[config.mk]
export PLATFORM = sky130hd
export DESIGN_NAME = hx8352_window_scheduler
export DESIGN_NICKNAME = d
export VERILOG_FILES = /design/src/rtl/hx8352_window_scheduler.sv
export SDC_FILE = /design/constraint.sdc
export NUM_CORES = 1
export LEC_CHECK = 0
export CORE_MARGIN = 4
export CORE_UTILIZATION = 44
export DETAILED_ROUTE_END_ITERATION = 16
export GPL_TIMING_DRIVEN = 1
export PLACE_DENSITY = 0.67
export SLEW_MARGIN = 20
export SYNTH_ARGS = -nofsm -noshare
export SYNTH_HDL_FRONTEND = slang
export SYNTH_SLANG_ARGS = --single-unit
[constraint.sdc]
create_clock -name clk -period 6.3 [get_ports clk]
set_input_delay 1.26 -clock clk [delete_from_list [all_inputs] [get_ports clk]]
set_output_delay 1.26 -clock clk [all_outputs]
set_load 0.02 [all_outputs]
[src/rtl/hx8352_window_scheduler.sv]
// hx8352_window_scheduler: turns a rectangular window request into the hx8352
// strobe sequence (eight index/value pairs for the window registers, then the
// RAM-write index), then streams W*H pixels from a valid/ready source.
module hx8352_window_scheduler #(
    parameter int         COORD_W   = 9,
    parameter int         H_RES     = 240,
    parameter int         V_RES     = 400,
    parameter logic [7:0] RAMWR_REG = 8'h22
) (
    input  logic               clk,
    input  logic               rst,
    input  logic               req,
    input  logic [COORD_W-1:0] x0,
    input  logic [COORD_W-1:0] x1,
    input  logic [COORD_W-1:0] y0,
    input  logic [COORD_W-1:0] y1,
    output logic               req_ack,
    output logic               req_err,
    input  logic [15:0]        pix_data,
    input  logic               pix_valid,
    output logic               pix_ready,
    input  logic               lcd_init_done,
    input  logic               lcd_busy,
    output logic [15:0]        lcd_cmd,
    output logic               lcd_cmd_step,
    output logic [15:0]        lcd_data,
    output logic               lcd_data_step,
    output logic               active,
    output logic               done
);

    localparam int CNT_W = 18;
    localparam int EXT_W = COORD_W + 1;
    localparam logic [EXT_W-1:0] H_LIM = EXT_W'(H_RES);
    localparam logic [EXT_W-1:0] V_LIM = EXT_W'(V_RES);

    // WAIT_A ignores lcd_busy for one cycle after a strobe so the controller
    // has time to raise it; WAIT_B then holds until the controller is free.
    typedef enum logic [2:0] {
        S_IDLE, S_IDX, S_VAL, S_RAMWR, S_PIX, S_WAIT_A, S_WAIT_B, S_FIN
    } state_t;

    state_t             state;
    state_t             resume;
    logic [3:0]         seq;
    logic [CNT_W-1:0]   count;
    logic [CNT_W-1:0]   total;
    logic [COORD_W-1:0] cx0, cx1, cy0, cy1;

    logic               accept_go;
    logic               bad_window;
    logic               transfer;
    logic [EXT_W-1:0]   width;
    logic [EXT_W-1:0]   height;
    logic [CNT_W-1:0]   area;

    // Byte k of the window register block: k[2:1] picks x0/x1/y0/y1,
    // k[0]=0 is the high byte of the zero-extended coordinate.
    function automatic logic [7:0] pair_byte(input logic [2:0] k,
                                             input logic [COORD_W-1:0] a,
                                             input logic [COORD_W-1:0] b,
                                             input logic [COORD_W-1:0] c,
                                             input logic [COORD_W-1:0] d);
        logic [15:0] ext;
        case (k[2:1])
            2'd0:    ext = 16'(a);
            2'd1:    ext = 16'(b);
            2'd2:    ext = 16'(c);
            default: ext = 16'(d);
        endcase
        return k[0] ? ext[7:0] : ext[15:8];
    endfunction

    assign accept_go  = req & lcd_init_done & ~lcd_busy;
    assign bad_window = (x0 > x1) | (y0 > y1) |
                        ({1'b0, x1} >= H_LIM) | ({1'b0, y1} >= V_LIM);
    assign width      = {1'b0, x1} - {1'b0, x0} + EXT_W'(1);
    assign height     = {1'b0, y1} - {1'b0, y0} + EXT_W'(1);
    assign area       = CNT_W'(width) * CNT_W'(height);

    // The source sees ready only in PIX with the controller free; the strobe
    // for an accepted pixel is launched by the same edge that completes it.
    assign pix_ready  = (state == S_PIX) & ~lcd_busy;
    assign transfer   = pix_ready & pix_valid;

    // Window geometry is latched once at accept and held for the whole window.
    always_ff @(posedge clk) begin
        if (state == S_IDLE && accept_go && !bad_window) begin
            cx0   <= x0;
            cx1   <= x1;
            cy0   <= y0;
            cy1   <= y1;
            total <= area;
        end
    end

    // Main sequencer: accept, register pairs, RAM-write index, pixel stream.
    always_ff @(posedge clk or negedge rst) begin
        if (!rst) begin
            state         <= S_IDLE;
            resume        <= S_IDLE;
            seq           <= '0;
            count         <= '0;
            req_ack       <= 1'b0;
            req_err       <= 1'b0;
            lcd_cmd       <= 16'h0000;
            lcd_cmd_step  <= 1'b0;
            lcd_data      <= 16'h0000;
            lcd_data_step <= 1'b0;
            active        <= 1'b0;
            done          <= 1'b0;
        end else begin
            req_ack       <= 1'b0;
            req_err       <= 1'b0;
            lcd_cmd_step  <= 1'b0;
            lcd_data_step <= 1'b0;
            done          <= 1'b0;
            case (state)
                S_IDLE: begin
                    if (accept_go) begin
                        if (bad_window) begin
                            req_err <= 1'b1;
                        end else begin
                            req_ack <= 1'b1;
                            active  <= 1'b1;
                            seq     <= '0;
                            count   <= '0;
                            state   <= S_IDX;
                        end
                    end
                end
                S_IDX: begin
                    if (!lcd_busy) begin
                        lcd_cmd      <= {8'h00, 8'h02 + {5'b00000, seq[3:1]}};
                        lcd_cmd_step <= 1'b1;
                        seq          <= seq + 4'd1;
                        resume       <= S_VAL;
                        state        <= S_WAIT_A;
                    end
                end
                S_VAL: begin
                    if (!lcd_busy) begin
                        lcd_data      <= {8'h00, pair_byte(seq[3:1], cx0, cx1, cy0, cy1)};
                        lcd_data_step <= 1'b1;
                        seq           <= seq + 4'd1;
                        resume        <= (seq == 4'd15) ? S_RAMWR : S_IDX;
                        state         <= S_WAIT_A;
                    end
                end
                S_RAMWR: begin
                    if (!lcd_busy) begin
                        lcd_cmd      <= {8'h00, RAMWR_REG};
                        lcd_cmd_step <= 1'b1;
                        resume       <= S_PIX;
                        state        <= S_WAIT_A;
                    end
                end
                S_PIX: begin
                    if (transfer) begin
                        lcd_data      <= pix_data;
                        lcd_data_step <= 1'b1;
                        count         <= count + CNT_W'(1);
                        resume        <= (count + CNT_W'(1) == total) ? S_FIN : S_PIX;
                        state         <= S_WAIT_A;
                    end
                end
                S_WAIT_A: state <= S_WAIT_B;
                S_WAIT_B: begin
                    if (!lcd_busy) state <= resume;
                end
                S_FIN: begin
                    done   <= 1'b1;
                    active <= 1'b0;
                    state  <= S_IDLE;
                end
                default: state <= S_IDLE;
            endcase
        end
    end

endmodule

==> impl_metrics.toml, run 1 <==
[clocking]
cts_sinks = 109
numCtsBuffers = 9
clockBufferDepth = 2
insertion_delay_ns = 0.38
cts-root-buf = "clkbuf_16"
cts_tree = "done"
htreeDepth = 3
clkSlewWorstSetupHoldPaths_ns = 0.08

[drt]
wire_per_inst_um = 16.08
drt_wl_total_um = 24600
drt_first_iter_violations = 469
ant_nets = 0
vias_per_cell = 5.193
drt_pass1_iterations = 6
detail_route.drc_violations = 0
num_vias = 7946

[synth]
syn_area_per_cell_um2 = 9.497
synth_edf_count = 54
synthTopCellsByArea = "edfxtp_1 17%, dfrtp_1 14%, fa_1 14%"
async_flop_share = 0.5046
yosysTopAreaCellShare = 0.1699
netlist_instances = 1005
seq_area_frac_synth = 0.3141
yosys_warnings = 0
yosysUniqueCellTypes = 71
ys_ff_latch = 109
synth_top_area_cell = "edfxtp_1"
synth_area_um2 = 9544
synth-main-ff-cell = "dfrtp_1"

[grt]
antenna_found_initial = 0
grt_pass1_vias = 8050
grt_max_degree = 56
grt_use_total = 0.2058
grt_pass1_wl_um = 39880
grt.overflow.total = 0

[worst_setup_path]
worstPathArrival_ns = 7.42
worst-r2r-cell-count = 7
end_kind = "flop"
rrSetupSlack_ns = 3.36
start_kind = "input port"
crit_required_ns = 6.41
crit_type = "in2reg"
worstPathMaxFanout = 3
r2r-start = "state[1]"
r2r_end = "resume[1]"

[layout]
layout.nets = 1473
antenna_cells = 0
area_growth_pct = 36.26
final_cell_mix = "165 x buf_4, 117 x inv_1, 99 x nand2_1, 81 x nor2_1, 72 x ha_1"
final_common_cell = "buf_4"
final_cells = 1530
drive_gt1_frac = 0.2709
final_area_um2 = 13010
fill_cells = 1754

[floorplan]
start_util = 0.4512
fp.dieW_um = 155.3
die_y_um = 155.3
dieArea_um2 = 24110
placeableCoreArea_um2 = 21150
rows = 53
pin_count = 97

[timing]
hold_ws_ns = 0.4818
skew_ns = 0.01385
finalHoldViolations = 0
slew_headroom = 0.4064
fin_crit_sh = 1.161
max_freq_ghz = 0.1367
rsz0062_at_grt = "true"
setup_viol = 10
min_period_ns = 7.314
worst_slew_pin_slew_ns = 0.8882
report.final.slew_viol_count = 0
setup_slack_ns = -1.014

[worst_hold_path]
hold_start = "lcd_cmd[3]"
whs_path_depth = 2
hold_class = "reg2reg"
holdPathEnd = "lcd_cmd[3]"

[place]
place_inst = 1475
portBuffers = 85
placed_area_um2 = 11850
post-dp-hpwl_um = 18720
gp_congestion = 0.8963
dpl_worst_slack_ns = -1.902

[outcome]
violations = "negative setup slack"
status = "finished, violations left"

[run]
cap_violations = 0
-- worst max-delay path by stage --
stage,end,slack (ns),cells after the start,startpoint
3_3_place_gp,total[17],-1.78,27,y1[1]
2_1_floorplan,total[17],-1.13,27,x1[1]
6_report,total[17],-1.01,28,x1[1]
3_5_place_dp,total[17],-1.90,26,x1[1]
4_1_cts,total[17],-1.05,26,y1[1]
5_1_grt,total[17],-1.19,28,x1[1]
-- through the flow --
| step | util | setup TNS, ns |
|---|---|---|
| after floorplan | - | -4.970 |
| after global placement | 0.5604 | -14.09 |
| after detailed placement | 0.5604 | -15.23 |
| after CTS | 0.6035 | -5.476 |
| after global routing | 0.6148 | -8.796 |
| final | 0.6148 | -6.530 |
-- repair_timing --
item / in CTS / in global routing
endpoints found under the setup margin: 12 / 11
resized for setup: 132 / 49
buffers inserted: 40 / 13
hold buffers: 0 / 0
hold endpoints to repair: 0 / 0
pin swaps: 60 / 64
-- worst max-delay path: stages --
cell	delay (ns)
buf_8	0.09
clkinv_8	0.04
ha_4	0.26
inv_2	0.04
ha_4	0.16
fa_2	0.35
a21o_1	0.17
a21oi_2	0.19
o21bai_2	0.13
a21oi_2	0.22
xnor2_2	0.17
nand2b_1	0.11
fa_1	0.50
inv_2	0.05
fa_1	0.47
fa_1	0.51
fa_1	0.49
inv_1	0.05
fa_1	0.49
inv_2	0.05
ha_4	0.16
a211oi_2	0.24
o21bai_1	0.13
a21o_1	0.17
a21o_1	0.18
o41ai_2	0.36
xnor2_1	0.17
xnor3_1	0.23
-- metal layers --
metal | share of wire | global-route usage
met1 | 0.46 | 0.2820
met2 | 0.48 | 0.3419
met3 | 0.044 | 0.02949
met5 | 0 | 0
met4 | 0.022 | 0.05877
-- cells in the mapped netlist (2+ instances only) --
master    instances
nor4_1            7
edfxtp_1         54
o22ai_1           3
xor2_1           18
a31oi_1           3
or3_1             6
nand2b_1         21
o21ai_0          61
and2_1            9
a21oi_1          25
o31ai_1           7
a21oi_2           2
and3_1           10
dfrtp_1          55
or2_2             7
mux2i_1           7
a22oi_1           8
a21boi_0          3
nand4_1           8
o41ai_2           2
nor3_1           13
fa_1             65
o21a_1            2
a21o_1            7
o21bai_1          6
a221oi_1          2
nor2b_1          15
nor2_1           91
o211ai_1          2
buf_2             3
inv_1           134
nor3b_1           2
nand2_1         101
clkbuf_1         21
a211o_1           3
xnor2_1          43
xnor3_1           2
buf_4            11
a222oi_1          9
nor3_2            3
o21ai_1           4
nand3_1          22
ha_1            100
-- sequential cells by signal, summed over array words and instances, names as in the netlist, 4 cells and up --
signal    flops
cy0           9
lcd_cmd       5
lcd_data     16
cx0           9
cx1           9
total        18
count        18
seq           4
cy1           9
-- cell families (layout without fill, tap and decap cells) --
kind of cell | after synthesis | after routing | share of synthesized area
AOI/OAI and AO/OA | 161 | 161 | 0.1092
xor gates and xnor gates | 63 | 63 | 0.06070
adders and majority gates | 166 | 166 | 0.2686
buffers and inverters | 170 | 410 | 0.07158
muxes | 9 | 9 | 0.01206
other | 1 | 11 | 0.0003929
DFF | 109 | 109 | 0.3141
and+or+nand+nor | 326 | 326 | 0.1633
-- area by class of cell --
class,instances,area (um^2),area share
repair buffers,260,2180,0.1676
clock inverters,7,96.34,0.007408
flip-flops and latches,109,2998,0.2305
multi-input cells,736,6639,0.5105
well taps,275,344.1,0.02646
inverters,134,523.0,0.04022
clock buffers,9,225.2,0.01732
Power of run 1 is not shown: default switching activity piles up to over one toggle a cycle in this logic, so the estimate is an artifact.
==> run 2: changes to the inputs <==
--- a/config.mk
+++ b/config.mk
@@ -6,10 +6,10 @@
 export NUM_CORES = 1
 export LEC_CHECK = 0
 export CORE_MARGIN = 4
-export CORE_UTILIZATION = 44
+export CORE_UTILIZATION = 43
 export DETAILED_ROUTE_END_ITERATION = 16
 export GPL_TIMING_DRIVEN = 1
-export PLACE_DENSITY = 0.67
+export PLACE_DENSITY = 0.66
 export SLEW_MARGIN = 20
 export SYNTH_ARGS = -nofsm -noshare
 export SYNTH_HDL_FRONTEND = slang
==> impl_metrics.toml, run 2 (same netlist as run 1, synthesis figures left out) <==
[floorplan]
fp.dieW_um = 157.0
die_y_um = 157.0
dieArea_um2 = 24640
rows = 54
start_util = 0.4373
placeableCoreArea_um2 = 21820
pin_count = 97

[worst_setup_path]
crit_path_max_incr_delay_ns = 0.52
crit_cells = 30
crit_required_ns = 6.40
critPathSlowestCell = "fa_1"
worstSetupEndpoint = "total[17]"
start_kind = "input port"
worstPathArrival_ns = 7.34
path_buf_inv = 10
r2r_end = "resume[1]"
rrSetupSlack_ns = 3.26
end_kind = "flop"
crit_type = "in2reg"
worst-r2r-cell-count = 7
r2r-start = "state[1]"
crit_family = "adder cells"
worstPathMaxFanout = 3
cp-startpoint = "x1[1]"

[drt]
detail_route.drc_violations = 0
drt_first_iter_violations = 504
drt_wl_total_um = 24500
drt_pass1_iterations = 6
vias_per_cell = 5.155
ant_nets = 0
wire_per_inst_um = 16.04
num_vias = 7877

[clocking]
cts_sinks = 109
cts-root-buf = "clkbuf_16"
numCtsBuffers = 9
htreeDepth = 3
insertion_delay_ns = 0.36
clkSlewWorstSetupHoldPaths_ns = 0.08
cts_tree = "done"
ctsHoldBuffers = 0
clockBufferDepth = 2

[layout]
area_growth_pct = 35.68
layout.nets = 1466
final_cell_mix = "159 x buf_4, 111 x inv_1, 97 x nand2_1, 80 x nor2_1, 65 x ha_1"
largestRegisters = "count (18), total (18), lcd_data (16)"
fill_cells = 1845
final_cells = 1528
final_common_cell = "buf_4"
fin_util = 0.5934
drive_gt1_frac = 0.2748
antenna_cells = 0

[timing]
skew_ns = 0.01096
max_freq_ghz = 0.1382
report.final.slew_viol_count = 0
fin_setup_tns_ns = -7.117
setup_viol = 10
worst_slew_pin_slew_ns = 0.9699
slew_headroom = 0.3534
finalHoldViolations = 0
fin_crit_sh = 1.149
min_period_ns = 7.236
rsz0062_at_grt = "true"
hold_ws_ns = 0.4834
setup_slack_ns = -0.9356

[grt]
grt.overflow.total = 0
grt_max_degree = 56
grt_pass1_wl_um = 39320
grt_pass1_vias = 7871
grt_use_total = 0.1991
antenna_found_initial = 0

[run]
cap_violations = 0

[place]
post-dp-hpwl_um = 18660
gp_congestion = 0.9116
portBuffers = 85
place_inst = 1481

[outcome]
status = "finished, violations left"
violations = "negative setup slack"

[worst_hold_path]
whs_path_depth = 2
hold_class = "reg2reg"
[run 2: what timing repair did]
| action | CTS | global route |
|---|---|---|
| gates resized for setup | 114 | 72 |
| buffers inserted | 22 | 17 |
| pin swaps | 51 | 63 |
| endpoints found under the setup margin | 12 | 11 |
[run 2: worst min-delay path by stage]
stage	startpoint	end	slack (ns)
floorplan	resume[1]	resume[1]	0.45
detailed placement	lcd_cmd[2]	lcd_cmd[2]	0.47
finish	lcd_data[1]	lcd_data[1]	0.48
global placement	lcd_cmd[5]	lcd_cmd[5]	0.46
global route	lcd_cmd[2]	lcd_cmd[2]	0.51
CTS	lcd_data[3]	lcd_data[3]	0.49
[run 2: cell type report]
cell class	count	area, um^2	share of cell area
multi-input combinational	736	6700	0.5174
sequential	109	2998	0.2315
timing repair buffer	253	2087	0.1612
inverter	134	513.0	0.03961
tap	280	350.3	0.02705
clock buffer	9	225.2	0.01739
clock inverter	7	76.32	0.005894
[run 2: worst register-to-register path: cells and delay by family (launching register included)]
| family | cells | cell delay (ns) |
|---|---|---|
| compound gates | 1 | 0.15 |
| simple gates | 6 | 2.24 |
| flops | 1 | 0.59 |
[run 2: per-stage QoR]
| stage | area [um^2] | setup slack (ns) |
|---|---|---|
| global placement | 11870 | -1.755 |
| CTS | 12610 | -0.9870 |
| detailed placement | 11870 | -1.880 |
| finish | 12950 | -0.9356 |
| floorplan | 9816 | -1.125 |
| global route | 12950 | -1.151 |
[run 2: metal layers]
| layer | track usage | vias up | part of all wire |
|---|---|---|---|
| met5 | 0 | - | 0 |
| met4 | 0.04587 | 0 | 0.012 |
| met3 | 0.01732 | 19 | 0.036 |
| met2 | 0.3420 | 168 | 0.50 |
| met1 | 0.2750 | 3864 | 0.45 |
| li1 | - | 3826 | - |
Power of run 2 is left out for the same reason.
